===== src/rtl/vco_band_cal_if.sv =====
// rtl/vco_band_cal_if.sv - control/status bundle between the calibration engine and its host
interface vco_band_cal_if;
    logic        start;
    logic        abort;
    logic        fb_pulse;
    logic [15:0] target;
    logic [5:0]  cfs;
    logic        vctl_hold;
    logic        busy;
    logic        done;
    logic [15:0] meas_cnt;

    modport master (
        output start, abort, fb_pulse, target,
        input  cfs, vctl_hold, busy, done, meas_cnt
    );

    modport slave (
        input  start, abort, fb_pulse, target,
        output cfs, vctl_hold, busy, done, meas_cnt
    );
endinterface


===== src/rtl/vco_band_cal.sv =====
// rtl/vco_band_cal.sv - binary-search VCO coarse band calibration against a target pulse count
module vco_band_cal #(
    parameter int WIN    = 256,
    parameter int SETTLE = 16
) (
    input  logic          clk,
    input  logic          rst,
    vco_band_cal_if.slave cal_if
);
    localparam logic [2:0] S_IDLE    = 3'd0;
    localparam logic [2:0] S_SETTLE  = 3'd1;
    localparam logic [2:0] S_MEASURE = 3'd2;
    localparam logic [2:0] S_DECIDE  = 3'd3;
    localparam logic [2:0] S_DONE    = 3'd4;

    localparam logic [15:0] SETTLE_LAST = 16'(SETTLE - 1);
    localparam logic [15:0] WIN_LAST    = 16'(WIN - 1);

    logic [2:0]  r_state;
    logic [5:0]  r_cfs;
    logic [2:0]  r_idx;
    logic        r_busy;
    logic        r_done;
    logic [15:0] r_meas;
    logic [15:0] r_win_cnt;
    logic [15:0] r_tmr;

    logic        w_active;
    logic        w_accept;
    logic        w_abort;
    logic        w_too_fast;
    logic [5:0]  w_cfs_dec;

    assign w_active   = (r_state == S_SETTLE) || (r_state == S_MEASURE) || (r_state == S_DECIDE);
    assign w_abort    = cal_if.abort && w_active;
    // abort beats start even when abort itself has nothing to cancel
    assign w_accept   = cal_if.start && !cal_if.abort &&
                        ((r_state == S_IDLE) || (r_state == S_DONE));
    assign w_too_fast = r_win_cnt > cal_if.target;

    always_comb begin
        w_cfs_dec = r_cfs;
        if (w_too_fast)
            w_cfs_dec[r_idx] = 1'b0;
        if (r_idx != 3'd0)
            w_cfs_dec[r_idx - 3'd1] = 1'b1;
    end

    always_ff @(posedge clk or posedge rst) begin
        if (rst) begin
            r_state   <= S_IDLE;
            r_cfs     <= 6'b100000;
            r_idx     <= 3'd5;
            r_busy    <= 1'b0;
            r_done    <= 1'b0;
            r_meas    <= 16'd0;
            r_win_cnt <= 16'd0;
            r_tmr     <= 16'd0;
        end else if (w_abort) begin
            r_state <= S_IDLE;
            r_busy  <= 1'b0;
            r_done  <= 1'b0;
        end else if (w_accept) begin
            r_state <= S_SETTLE;
            r_cfs   <= 6'b100000;
            r_idx   <= 3'd5;
            r_busy  <= 1'b1;
            r_done  <= 1'b0;
            r_tmr   <= 16'd0;
        end else begin
            case (r_state)
                S_SETTLE: begin
                    if (r_tmr == SETTLE_LAST) begin
                        r_tmr     <= 16'd0;
                        r_win_cnt <= 16'd0;
                        r_state   <= S_MEASURE;
                    end else begin
                        r_tmr <= r_tmr + 16'd1;
                    end
                end
                S_MEASURE: begin
                    if (cal_if.fb_pulse && (r_win_cnt != 16'hFFFF))
                        r_win_cnt <= r_win_cnt + 16'd1;
                    if (r_tmr == WIN_LAST) begin
                        r_tmr   <= 16'd0;
                        r_state <= S_DECIDE;
                    end else begin
                        r_tmr <= r_tmr + 16'd1;
                    end
                end
                S_DECIDE: begin
                    r_meas <= r_win_cnt;
                    r_cfs  <= w_cfs_dec;
                    if (r_idx == 3'd0) begin
                        r_state <= S_DONE;
                        r_busy  <= 1'b0;
                        r_done  <= 1'b1;
                    end else begin
                        r_idx   <= r_idx - 3'd1;
                        r_state <= S_SETTLE;
                    end
                end
                S_IDLE, S_DONE: r_state <= r_state;
                default:        r_state <= S_IDLE;
            endcase
        end
    end

    assign cal_if.cfs       = r_cfs;
    assign cal_if.vctl_hold = r_busy;
    assign cal_if.busy      = r_busy;
    assign cal_if.done      = r_done;
    assign cal_if.meas_cnt  = r_meas;
endmodule


===== src/flat_wrapper.sv =====
// flat-port wrapper written by rule: the top's interface ports become plain ports
module vco_band_cal_flat 
#(
    parameter int WIN    = 256,
    parameter int SETTLE = 16
)
  (clk, rst, cal_if_start, cal_if_abort, cal_if_fb_pulse, cal_if_target, cal_if_cfs, cal_if_vctl_hold, cal_if_busy, cal_if_done, cal_if_meas_cnt);
  vco_band_cal_if cal_if_i ();
  input  logic clk;
  input  logic rst;
  input wire logic [$bits(cal_if_i.start)-1:0] cal_if_start;
  input wire logic [$bits(cal_if_i.abort)-1:0] cal_if_abort;
  input wire logic [$bits(cal_if_i.fb_pulse)-1:0] cal_if_fb_pulse;
  input wire logic [$bits(cal_if_i.target)-1:0] cal_if_target;
  output wire logic [$bits(cal_if_i.cfs)-1:0] cal_if_cfs;
  output wire logic [$bits(cal_if_i.vctl_hold)-1:0] cal_if_vctl_hold;
  output wire logic [$bits(cal_if_i.busy)-1:0] cal_if_busy;
  output wire logic [$bits(cal_if_i.done)-1:0] cal_if_done;
  output wire logic [$bits(cal_if_i.meas_cnt)-1:0] cal_if_meas_cnt;
  assign cal_if_i.start = cal_if_start;
  assign cal_if_i.abort = cal_if_abort;
  assign cal_if_i.fb_pulse = cal_if_fb_pulse;
  assign cal_if_i.target = cal_if_target;
  assign cal_if_cfs = cal_if_i.cfs;
  assign cal_if_vctl_hold = cal_if_i.vctl_hold;
  assign cal_if_busy = cal_if_i.busy;
  assign cal_if_done = cal_if_i.done;
  assign cal_if_meas_cnt = cal_if_i.meas_cnt;
  vco_band_cal #(.WIN(WIN), .SETTLE(SETTLE)) u_core (.clk(clk), .rst(rst), .cal_if(cal_if_i));
endmodule

===== config.mk =====
export PLATFORM = sky130hd
export DESIGN_NAME = vco_band_cal_flat
export DESIGN_NICKNAME = d
export VERILOG_FILES = /design/src/rtl/vco_band_cal_if.sv /design/src/rtl/vco_band_cal.sv /design/src/flat_wrapper.sv
export SDC_FILE = /design/constraint.sdc
export NUM_CORES = 1
export LEC_CHECK = 0
export ABC_AREA = 0
export CAP_MARGIN = 20
export CORE_ASPECT_RATIO = 1.4
export CORE_UTILIZATION = 30
export CTS_CLUSTER_SIZE = 28
export DETAILED_ROUTE_END_ITERATION = 6
export PLACE_DENSITY_LB_ADDON = 0.15
export RECOVER_POWER = 50
export SLEW_MARGIN = 0
export SYNTH_ARGS = -nofsm -noshare
export SYNTH_HDL_FRONTEND = slang
export SYNTH_SLANG_ARGS = --single-unit

===== constraint.sdc =====
create_clock -name clk -period 3.3 [get_ports clk]
set_clock_uncertainty 0.2 [all_clocks]
set_input_delay 0.495 -clock clk [delete_from_list [all_inputs] [get_ports clk]]
set_output_delay 0.495 -clock clk [all_outputs]
set_load 0.005 [all_outputs]

==> summary.md <==
| Metric | Value |
|---|---|
| Status | `finished, violations left` |
| Violated checks | `capacitance limit, slew limit` |
| R2R setup slack | `0.62 ns` |
| Gpl congestion | `0.767` |
| Vias in the first global route | `3282` |
| Area contributors post-synth | `dfrtp_1, nand2_1, ha_1` |
| Post-Syn Area | `0.00363 sq mm` |
| ANT cells | `0` |
| Ys async rst share | `100%` |
| Largest family of logic cells by synthesized area | `simple AND/OR/NAND/NOR gates` |
| Final Cell Area | `0.00455 sq mm` |
| Synth unique cells | `54` |
| FF+latch count, synth | `62` |
| CP delay by family, top | `simple AND/OR/NAND/NOR gates` |
| Cts bufs inserted | `9` |
| Overall Global Routing Usage | `16.1%` |
| Commonest cells post-synth | `nand2_1, dfrtp_1, o21ai_0` |
| Vias | `3123` |
| Count of final setup violators | `0` |
| Die area | `0.0126 sq mm` |
| Max Cap Viol | `1` |
| Hold path start | `u_core.cal_if.meas_cnt[7]` |
| Post-route DRC | `0` |
| Hold path depth | `2` |
| Initial drt markers | `118` |
| PortBufs | `45` |
| Largest net degree at the start of global routing | `63` |
| Horiz. Die Dim | `95.0 microns` |
| CORE AREA | `0.0118 sq mm` |
| PD cells | `580 mW/mm^2` |
| Global-route layer with the greatest usage | `met2` |
| Normalized max-slew margin | `-5.78%` |
| Final worst path period need | `2.68 ns` |
| Count leader, synth | `nand2_1` |
| Post-DRT Antenna Nets | `0` |
| TritonCTS clock tree | `done` |
| Crit path arrival time | `2.74 ns` |
| Die H | `132 microns` |
| Max Freq | `0.373 GHz` |
| R2R Path Start | `u_core.r_tmr[9]` |
| Mux contribution to synthesized area | `0.861%` |
| Post-Synthesis Cells | `411` |
| Pins Over Slew Limit | `63` |
| Setup TNS Final | `0 ns` |
| Insertion delay to the later sink of the worst-skew pair | `0.34 ns` |
| Vias per cell | `5.13` |
| Antenna violations before repair | `0` |
| Top cell type's share of synthesized area | `40.6%` |
| Largest stage delay on the critical path | `0.65 ns` |
| Syn_nets | `452` |
| Final Hold Vio Count | `0` |
| Simple-Gate Fraction of Synth Area | `25.0%` |
| Post-synth top area cell | `dfrtp_1` |
| H-tree levels | `3` |
| Wirelength per Cell | `15.0 microns` |
| Hpwl dp | `6.50 mm` |
| Xor/xnor cell area share of the yosys netlist | `2.62%` |
| Leakage | `2.11 nW` |
| Starting Density | `30.8%` |
| Final period util | `81.2%` |
| Final core utilization | `38.5%` |
| Row cnt | `47` |
| Synth Flop Type | `dfrtp_1` |
| Sequential share of the synthesized area | `42.8%` |
| Synth-to-Final Area Change | `25.1%` |
| Top cell by count, worst path | `or4_1` |
| Peak supply drop | `0.000288 V` |
| Required @ worst endpoint | `3.36 ns` |
| Hold buffers post-CTS | `0` |
| DR pass1 iterations | `4` |
| CTS Buffer Depth | `2` |
| Clock sinks | `62` |
| Routed wire length | `9.13 mm` |
| Hold Path End | `u_core.cal_if.meas_cnt[7]` |
| CP max-delay cell | `or4_1` |
| Layout filler cell count | `1225` |
| FF-to-FF path depth | `6` |
| CP Cell Sequence | `nor4_4 > nand4_1 > a21o_1 > or4_1 > or4_1 > a21oi_1` |
| RSZ-0062 raised after global routing | `false` |
| Crit path launch type | `flip-flop` |
| Reg2reg end | `u_core.r_win_cnt[15]` |
| Layout cell share with drive strength beyond 1 | `8.44%` |
| GRT overflow | `0` |
| Dpl cell area | `0.00423 sq mm` |
| WS Path Type | `flip-flop to flip-flop` |
| Synth Area in Compound Gates | `16.5%` |
| Clock-pin slew on the worst setup and hold paths | `0.05 ns` |
| GR met1 Demand/Resource | `19.0%` |
| Worst Hold Class | `flip-flop to flip-flop` |
| Setup bufs post-CTS | `0` |
| Met3 GRT Util | `1.96%` |
| Synth Warn # | `0` |
| First-pass GRT wire length | `15.8 mm` |
| Critical path buffers and inverters | `0` |
| Worst slew pin tran | `1.59 ns` |
| Post-CTS Resized | `0` |
| CP max FO | `10` |
| Root buf cell | `clkbuf_16` |
| Avg Cell Area, Syn | `8.84 sq um` |
| # IOs | `46` |
| Crit path capture type | `flip-flop` |
| Synth Area in Adders | `6.88%` |
| Nets@finish | `498` |
| Post-synth EDFFs | `0` |
| Met2 usage | `27.9%` |
routing by layer:
metal	wire length [microns]	share of wire [%]	vias up
li1	-	-	1556
met1	4050	44	1506
met2	4590	50	48
met3	248	2.7	13
met4	248	2.7	0
met5	0	0	-
report_power, final:
part | total, mW | switching, mW | internal, mW | leakage (nW)
combinational | 0.652 | 0.361 | 0.292 | 1.11
clock | 1.02 | 0.341 | 0.679 | 0.157
sequential | 0.963 | 0.106 | 0.856 | 0.844
cell usage in the layout, fill, tap and decap left out, drive strengths merged, types with 4 or more instances in the layout:
cell | Yosys | routed
o31ai | 13 | 13
buf | 7 | 7
clkinv | 1 | 4
nor4 | 4 | 4
a31oi | 5 | 5
or3 | 4 | 4
nor2b | 4 | 4
nor2 | 26 | 26
or4 | 4 | 4
ha | 20 | 20
a21oi | 17 | 17
clkdlybuf4s50 | 0 | 33
xor2 | 8 | 8
nand3 | 18 | 18
nand4 | 12 | 12
dlygate4sd3 | 0 | 12
nand2 | 69 | 69
clkbuf | 11 | 13
dfrtp | 59 | 59
nor3 | 8 | 8
inv | 25 | 24
o21ai | 37 | 37
and3 | 10 | 10
cell families after synthesis:
kind of cell             count (synthesis)
AND/OR/NAND/NOR                        177
buffers and inverters                   44
XOR/XNOR                                10
multiplexers                             3
flip-flops                              62
AO/OA/AOI/OAI                           95
adder cells (fa/ha/maj)                 20
final cells by class:
| class | count | area [sq um] | area share (%) |
|---|---|---|---|
| Sequential cell | 62 | 1560 | 34.2 |
| Timing Repair Buffer | 53 | 508 | 11.2 |
| Clock inverter | 4 | 70.1 | 1.54 |
| Tap cell | 147 | 184 | 4.05 |
| Multi-Input combinational cell | 305 | 1890 | 41.5 |
| Clock buffer | 12 | 246 | 5.42 |
| Inverter | 26 | 97.6 | 2.15 |
registers in the layout, indices dropped and copies added, names as in the netlist:
register	cells
u_core.cal_if.meas_cnt	16
u_core.r_tmr	16
u_core.r_win_cnt	16
u_core.cal_if.cfs	6
u_core.r_idx	3
u_core.r_state	3
u_core.cal_if.busy	1
u_core.cal_if.done	1
how the worst max path moves through the flow:
stage,from,to,slack [ns],depth (start not counted)
after floorplan,u_core.r_tmr[0],u_core.r_win_cnt[15],0.77,8
after global placement,cal_if_abort,u_core.r_win_cnt[15],0.38,7
after detailed placement,cal_if_abort,u_core.r_win_cnt[15],0.34,7
after CTS,u_core.r_tmr[14],u_core.r_win_cnt[15],0.61,6
after global routing,u_core.r_tmr[9],u_core.r_win_cnt[15],0.47,6
final,u_core.r_tmr[9],u_core.r_win_cnt[15],0.62,6
tightest hold or removal path, delay by kind of cell (launching register included):
| kind | cells | cell delay, ns |
|---|---|---|
| flops | 1 | 0.33 |
| simple gates | 2 | 0.10 |
metrics by stage:
stage / cells / setup slack (ns) / power (mW) / hold WS, ns
floorplan: 411 / 0.767 / 1.39 / 0.266
global placement: 593 / 0.379 / 1.63 / 0.259
detailed placement: 593 / 0.335 / 1.64 / 0.265
CTS: 609 / 0.609 / 2.68 / 0.278
global route: 609 / 0.469 / 2.80 / 0.296
finish: 609 / 0.622 / 2.64 / 0.265
Power figures use the tool's default switching activity.
